[config.mk]
export PLATFORM = sky130hd
export DESIGN_NAME = rf_write_arbiter_flat
export DESIGN_NICKNAME = d
export VERILOG_FILES = /design/src/rtl/proc_pkg.sv /design/src/rtl/rf_write_arbiter_if.sv /design/src/rtl/mux2to1.sv /design/src/rtl/rf_write_arbiter.sv /design/src/flat_wrapper.sv
export SDC_FILE = /design/constraint.sdc
export NUM_CORES = 1
export LEC_CHECK = 0
export CELL_PAD_IN_SITES_DETAIL_PLACEMENT = 2
export CELL_PAD_IN_SITES_GLOBAL_PLACEMENT = 2
export CORE_MARGIN = 3
export CORE_UTILIZATION = 25
export CTS_BUF_LIST = sky130_fd_sc_hd__clkbuf_16
export DETAILED_ROUTE_END_ITERATION = 7
export GPL_ROUTABILITY_DRIVEN = 0
export PLACE_DENSITY_LB_ADDON = 0.1
export RECOVER_POWER = 50
export SKIP_CTS_REPAIR_TIMING = 1
export SYNTH_ARGS = -nofsm -noshare
export SYNTH_HDL_FRONTEND = slang
export SYNTH_HIERARCHICAL = 1
export SYNTH_SLANG_ARGS = --single-unit
[constraint.sdc]
create_clock -name clk -period 5.4 [get_ports clk]
set_input_delay 0.81 -clock clk [delete_from_list [all_inputs] [get_ports clk]]
set_output_delay 0.81 -clock clk [all_outputs]
set_load 0.01 [all_outputs]
[src/rtl/proc_pkg.sv]
// Shared processor package.
// Holds the default datapath widths, the register-file write record and the
// write-port arbiter priority encoding used by rf_write_arbiter.
package proc_pkg;

    localparam int DATA_W_DEF = 32;
    localparam int ADDR_W_DEF = 5;

    // PRI0: requester 0 wins a tie; PRI1: requester 1 wins a tie.
    typedef enum logic {
        PRI0 = 1'b0,
        PRI1 = 1'b1
    } arb_pri_e;

    typedef struct packed {
        logic [ADDR_W_DEF-1:0] addr;
        logic [DATA_W_DEF-1:0] data;
    } rf_wr_t;

endpackage

[src/rtl/rf_write_arbiter_if.sv]
// Bus interface for rf_write_arbiter.
// Groups both requester handshakes (valid/addr/data/ready), the 2:1 mux select
// and the registered RF write port (wr_en/wr_addr/wr_data/wr_ready).
// Optional build macro RF_ARB_STATS_EN adds the grant/stall statistics outputs.
// Modports:
//   master - the arbiter side (drives ready, mux_sel, wr_*, stats)
//   slave  - the environment side (requesters and RF port)
interface rf_write_arbiter_if #(
    parameter int DATA_W = 32,
    parameter int ADDR_W = 5
) ();

    logic              req0_valid;
    logic [ADDR_W-1:0] req0_addr;
    logic [DATA_W-1:0] req0_data;
    logic              req0_ready;
    logic              req1_valid;
    logic [ADDR_W-1:0] req1_addr;
    logic [DATA_W-1:0] req1_data;
    logic              req1_ready;
    logic              mux_sel;
    logic              wr_en;
    logic [ADDR_W-1:0] wr_addr;
    logic [DATA_W-1:0] wr_data;
    logic              wr_ready;
`ifdef RF_ARB_STATS_EN
    logic [15:0]       grant_cnt0;
    logic [15:0]       grant_cnt1;
    logic [15:0]       stall_cnt;
`endif

    modport master (
`ifdef RF_ARB_STATS_EN
        output grant_cnt0, grant_cnt1, stall_cnt,
`endif
        input  req0_valid, req0_addr, req0_data,
        output req0_ready,
        input  req1_valid, req1_addr, req1_data,
        output req1_ready,
        output mux_sel,
        output wr_en, wr_addr, wr_data,
        input  wr_ready
    );

    modport slave (
`ifdef RF_ARB_STATS_EN
        input  grant_cnt0, grant_cnt1, stall_cnt,
`endif
        output req0_valid, req0_addr, req0_data,
        input  req0_ready,
        output req1_valid, req1_addr, req1_data,
        input  req1_ready,
        input  mux_sel,
        input  wr_en, wr_addr, wr_data,
        output wr_ready
    );

endinterface

[src/rtl/mux2to1.sv]
// Library 1-bit 2:1 multiplexer cell.
// Ports: a0_i (selected when sel_i=0), a1_i (selected when sel_i=1), sel_i, y_o.
module mux2to1 (
    input  logic a0_i,
    input  logic a1_i,
    input  logic sel_i,
    output logic y_o
);

    assign y_o = sel_i ? a1_i : a0_i;

endmodule

[src/rtl/rf_write_arbiter.sv]
// Register-file write-port arbiter.
// Shares the single RF write port between req0 (ALU result) and req1
// (load/aux result) using round-robin priority and valid/ready handshakes,
// with one registered output stage towards the RF.
// Ports:
//   clk   - clock, rising edge
//   reset - asynchronous, active-high
//   bus   - rf_write_arbiter_if.master: requester handshakes, mux_sel,
//           registered wr_en/wr_addr/wr_data, wr_ready from the RF
// Optional build macro RF_ARB_STATS_EN: adds saturating grant_cnt0/grant_cnt1
// and stall_cnt counters on the interface.
module rf_write_arbiter
    import proc_pkg::*;
#(
    parameter int DATA_W = DATA_W_DEF,
    parameter int ADDR_W = ADDR_W_DEF
) (
    input  logic                clk,
    input  logic                reset,
    rf_write_arbiter_if.master  bus
);

    localparam int W = ADDR_W + DATA_W;

    arb_pri_e          pri_q, pri_d;
    logic              sel_q, sel_d;
    logic              wr_en_q, wr_en_d;
    logic [ADDR_W-1:0] wr_addr_q, wr_addr_d;
    logic [DATA_W-1:0] wr_data_q, wr_data_d;

    logic              load_ok;
    logic              winner;
    logic              xfer0, xfer1;
    logic [W-1:0]      cand0, cand1, mux_y;

    assign cand0 = {bus.req0_addr, bus.req0_data};
    assign cand1 = {bus.req1_addr, bus.req1_data};

    // Address and data are steered together, one mux cell per bit.
    for (genvar i = 0; i < W; i++) begin : g_mux
        mux2to1 u_mux (
            .a0_i  (cand0[i]),
            .a1_i  (cand1[i]),
            .sel_i (winner),
            .y_o   (mux_y[i])
        );
    end

    always_comb begin
        load_ok = !wr_en_q || bus.wr_ready;

        // Ties follow the priority state; with nothing valid the select
        // parks on the last granted requester.
        case ({bus.req1_valid, bus.req0_valid})
            2'b01:   winner = 1'b0;
            2'b10:   winner = 1'b1;
            2'b11:   winner = (pri_q == PRI1);
            default: winner = sel_q;
        endcase

        xfer0 = load_ok && !winner && bus.req0_valid;
        xfer1 = load_ok &&  winner && bus.req1_valid;

        pri_d = pri_q;
        if (xfer0 && pri_q == PRI0) begin
            pri_d = PRI1;
        end else if (xfer1 && pri_q == PRI1) begin
            pri_d = PRI0;
        end

        sel_d = (xfer0 || xfer1) ? winner : sel_q;

        wr_en_d   = wr_en_q;
        wr_addr_d = wr_addr_q;
        wr_data_d = wr_data_q;
        if (load_ok) begin
            wr_en_d = xfer0 || xfer1;
            if (xfer0 || xfer1) begin
                {wr_addr_d, wr_data_d} = mux_y;
            end
        end
    end

    always_ff @(posedge clk or posedge reset) begin
        if (reset) begin
            pri_q     <= PRI0;
            sel_q     <= 1'b0;
            wr_en_q   <= 1'b0;
            wr_addr_q <= '0;
            wr_data_q <= '0;
        end else begin
            pri_q     <= pri_d;
            sel_q     <= sel_d;
            wr_en_q   <= wr_en_d;
            wr_addr_q <= wr_addr_d;
            wr_data_q <= wr_data_d;
        end
    end

    assign bus.req0_ready = xfer0;
    assign bus.req1_ready = xfer1;
    assign bus.mux_sel    = winner;
    assign bus.wr_en      = wr_en_q;
    assign bus.wr_addr    = wr_addr_q;
    assign bus.wr_data    = wr_data_q;

`ifdef RF_ARB_STATS_EN
    logic [15:0] gcnt0_q, gcnt1_q, stall_q;

    function automatic logic [15:0] sat_inc(input logic [15:0] v);
        return (v == 16'hFFFF) ? v : v + 16'd1;
    endfunction

    always_ff @(posedge clk or posedge reset) begin
        if (reset) begin
            gcnt0_q <= '0;
            gcnt1_q <= '0;
            stall_q <= '0;
        end else begin
            if (xfer0)                     gcnt0_q <= sat_inc(gcnt0_q);
            if (xfer1)                     gcnt1_q <= sat_inc(gcnt1_q);
            if (wr_en_q && !bus.wr_ready)  stall_q <= sat_inc(stall_q);
        end
    end

    assign bus.grant_cnt0 = gcnt0_q;
    assign bus.grant_cnt1 = gcnt1_q;
    assign bus.stall_cnt  = stall_q;
`endif

endmodule
[src/flat_wrapper.sv]
// flat-port wrapper written by rule: the top's interface ports become plain ports
module rf_write_arbiter_flat import proc_pkg::*;
#(
    parameter int DATA_W = DATA_W_DEF,
    parameter int ADDR_W = ADDR_W_DEF
)
  (clk, reset, bus_req0_valid, bus_req0_addr, bus_req0_data, bus_req0_ready, bus_req1_valid, bus_req1_addr, bus_req1_data, bus_req1_ready, bus_mux_sel, bus_wr_en, bus_wr_addr, bus_wr_data, bus_wr_ready);
  rf_write_arbiter_if #(.DATA_W(DATA_W), .ADDR_W(ADDR_W)) bus_i ();
  input  logic clk;
  input  logic reset;
  input wire logic [$bits(bus_i.req0_valid)-1:0] bus_req0_valid;
  input wire logic [$bits(bus_i.req0_addr)-1:0] bus_req0_addr;
  input wire logic [$bits(bus_i.req0_data)-1:0] bus_req0_data;
  output wire logic [$bits(bus_i.req0_ready)-1:0] bus_req0_ready;
  input wire logic [$bits(bus_i.req1_valid)-1:0] bus_req1_valid;
  input wire logic [$bits(bus_i.req1_addr)-1:0] bus_req1_addr;
  input wire logic [$bits(bus_i.req1_data)-1:0] bus_req1_data;
  output wire logic [$bits(bus_i.req1_ready)-1:0] bus_req1_ready;
  output wire logic [$bits(bus_i.mux_sel)-1:0] bus_mux_sel;
  output wire logic [$bits(bus_i.wr_en)-1:0] bus_wr_en;
  output wire logic [$bits(bus_i.wr_addr)-1:0] bus_wr_addr;
  output wire logic [$bits(bus_i.wr_data)-1:0] bus_wr_data;
  input wire logic [$bits(bus_i.wr_ready)-1:0] bus_wr_ready;
  assign bus_i.req0_valid = bus_req0_valid;
  assign bus_i.req0_addr = bus_req0_addr;
  assign bus_i.req0_data = bus_req0_data;
  assign bus_req0_ready = bus_i.req0_ready;
  assign bus_i.req1_valid = bus_req1_valid;
  assign bus_i.req1_addr = bus_req1_addr;
  assign bus_i.req1_data = bus_req1_data;
  assign bus_req1_ready = bus_i.req1_ready;
  assign bus_mux_sel = bus_i.mux_sel;
  assign bus_wr_en = bus_i.wr_en;
  assign bus_wr_addr = bus_i.wr_addr;
  assign bus_wr_data = bus_i.wr_data;
  assign bus_i.wr_ready = bus_wr_ready;
  rf_write_arbiter #(.DATA_W(DATA_W), .ADDR_W(ADDR_W)) u_core (.clk(clk), .reset(reset), .bus(bus_i));
endmodule
==> impl_metrics.yaml <==
status:
  status: "finished with violations"
  violations: "capacitance limit, slew limit"
hold_path:
  hold_class: "reg2reg"
  hold_end: "u_core/bus.wr_data[11]"
  min_from: "u_core/bus.wr_data[11]"
  min_path_cells: 1
cells_and_area:
  finalNetCount: 337
  instances_no_fill: 367
  insertedDiodeCount: 0
  design_area_um2: 3670
  post-route-util_pct: 41.7
  layout-drive-gt1-share_pct: 33.6
  area_growth_syn_to_layout_pct: 60.8
global_route:
  grt_pass1_vias: 1743
  grt_max_degree: 41
  antenna_found_initial: 0
  grtUsageTotal_pct: 11.8
  grt_pass1_wl_um: 9340
  grt_overflow_total: 0
floorplanning:
  initial_core_util_pct: 25.9
  num_rows: 34
  die_x_um: 102
  io_pins: 120
  die_area_um2: 10300
  fp.dieH_um: 102
  core_area_um2: 8810
routing:
  finalWirelength_um: 6110
  post_drt_via_cell_ratio: 4.35
  vias: 1598
  drc_errors: 0
  dr.pass1.iters: 3
  post_drt_wl_per_cell_um: 16.6
  postRouteAntennaNets: 0
  drt_iter0_drc: 23
worst_setup_path:
  critPathLaunchType: "primary input"
  r2r_end: "u_core/bus.wr_data[2]"
  r2r_start: "u_core/pri_q"
  critPathKind: "in2out"
  reg2regPathDepth: 5
  cp_data_arrival_time_ns: 2.45
  r2r_setup_slack_ns: 3.40
  worstPathRequired_ns: 4.59
  end_kind: "output pin"
  crit_fanout: 6
timing:
  rsz0062_at_grt: "no"
  maxSlewViolCount: 41
  tightest_slew_ns: 1.55
  period_share_pct: 60.4
  fin_crit_ns: 3.26
  hold_viol_final: 0
  setup_viol: 0
  fmax_mhz: 307
  clock-skew-final_ns: 0.00616
  finalSetupTns_ns: 0
  max-slew-margin-rel_pct: -3.18
logic_synthesis:
  synth_xor_area_share_pct: 0
  synth_fa_ha_area_share_pct: 0
  synth_top_family_by_area: "multiplexers"
  muxShareOfSynthArea_pct: 47.5
  yosysUniqueCellTypes: 15
  mappedNetlistNets: 215
  synth_compound_area_share_pct: 2.35
  yosys.area_share.simple_pct: 2.03
  yosysWarningCount: 6
  synth_seq_area_share_pct: 43.8
  ys_seq_elements: 40
  netlist_area_um2: 2280
  synthCells: 136
  syn_avg_cell_area_um2: 16.8
place:
  dp_cells: 359
  port_buffers: 119
  dpl_cell_area_um2: 3530
  dp_hpwl_um: 4490
cts:
  clock_sinks: 40
  clkLatencyLatePin_ns: 0.28
  htreeDepth: 2
  cts_buffer_depth: 2
  cts_tree: "done"
  root_buffer: "clkbuf_16"
  cts.clk_slew.worst_paths_ns: 0.06
  cts_buffers: 5
power_and_ir_drop:
  power_density_nw_per_um2: 300
  ir_worst_vdd_uv: 110
  p_leak_nw: 1.63
flow_run:
  maxCapViolCount: 1
==> kinds of logic after synthesis <==
| family | Yosys count |
|---|---|
| AO/OA/AOI/OAI | 6 |
| buffers and inverters | 7 |
| flip-flops | 40 |
| multiplexers | 74 |
| AND/OR/NAND/NOR | 9 |
==> state kept, by name, indices dropped and copies added (netlist names) <==
name,cells
u_core/bus.wr_addr,5
u_core/bus.wr_data,32
u_core/bus.wr_en,1
u_core/pri_q,1
u_core/sel_q,1
==> how the worst max path moves through the flow <==
stage                         startpoint              to  slack (ns)
after global routing      bus_req0_valid  bus_req1_ready        2.04
final                     bus_req0_valid     bus_mux_sel        2.14
after floorplan           bus_req0_valid     bus_mux_sel        1.05
after global placement    bus_req0_valid     bus_mux_sel        2.22
after detailed placement  bus_req0_valid  bus_req1_ready        2.19
after CTS                 bus_req0_valid     bus_mux_sel        2.18
==> critical path, stage by stage <==
cell and delay (ns):
dlygate4sd3_1 0.66, nor2b_1 0.39, nor2_4 0.09, clkdlybuf4s50_1 0.49
==> cell usage after synthesis <==
cell | instances | area [um^2]
a21boi_0 | 1 | 7.51
a21oi_1 | 2 | 10.0
a22o_2 | 1 | 10.0
buf_12 | 4 | 80.1
buf_6 | 1 | 11.3
dfrtp_1 | 40 | 1000
inv_1 | 2 | 7.51
mux2_2 | 7 | 78.8
mux2_4 | 67 | 1010
nand2_1 | 4 | 15.0
nand2b_4 | 1 | 13.8
nor2_1 | 3 | 11.3
nor2b_1 | 1 | 6.26
o21a_4 | 1 | 15.0
o221a_2 | 1 | 11.3
==> through the flow <==
stage	total power, mW	setup slack (ns)	hold WS (ns)
after floorplan	0.641	1.05	0.494
after global placement	0.840	2.22	0.490
after detailed placement	0.847	2.19	0.495
after CTS	1.14	2.18	0.512
after global routing	1.17	2.04	0.512
final	1.10	2.14	0.504
==> cell usage in the layout, fill, tap and decap left out, drive strengths merged <==
cell type and instances:
a21boi 1, a21oi 2, a22o 1, buf 1
clkbuf 5, clkdlybuf4s50 99, clkinv 3, dfrtp 40
dlygate4sd3 20, inv 2, mux2 74, nand2 4
nand2b 1, nor2 3, nor2b 1, o21a 1
o221a 1
==> final cells by class <==
cell class / instances / area [um^2]
timing repair buffer: 120 / 1200
tap: 108 / 135
multi-input combinational: 89 / 1190
inverter: 2 / 7.51
clock inverter: 3 / 13.8
sequential: 40 / 1000
clock buffer: 5 / 125
fill: 892 / 5130
==> where the power goes <==
| part | total [mW] | internal (mW) | switching (mW) |
|---|---|---|---|
| combinational | 0.427 | 0.283 | 0.144 |
| sequential | 0.395 | 0.361 | 0.0334 |
| clock | 0.281 | 0.168 | 0.113 |
| total | 1.10 | 0.812 | 0.291 |
==> layer usage <==
metal  wire [um]  GRT usage (%)
met1        2490           13.9
met4          63           3.37
met5           0              0
met2        3010           20.4
met3         536           3.93
Note: power is estimated with default switching activity, not from simulation.
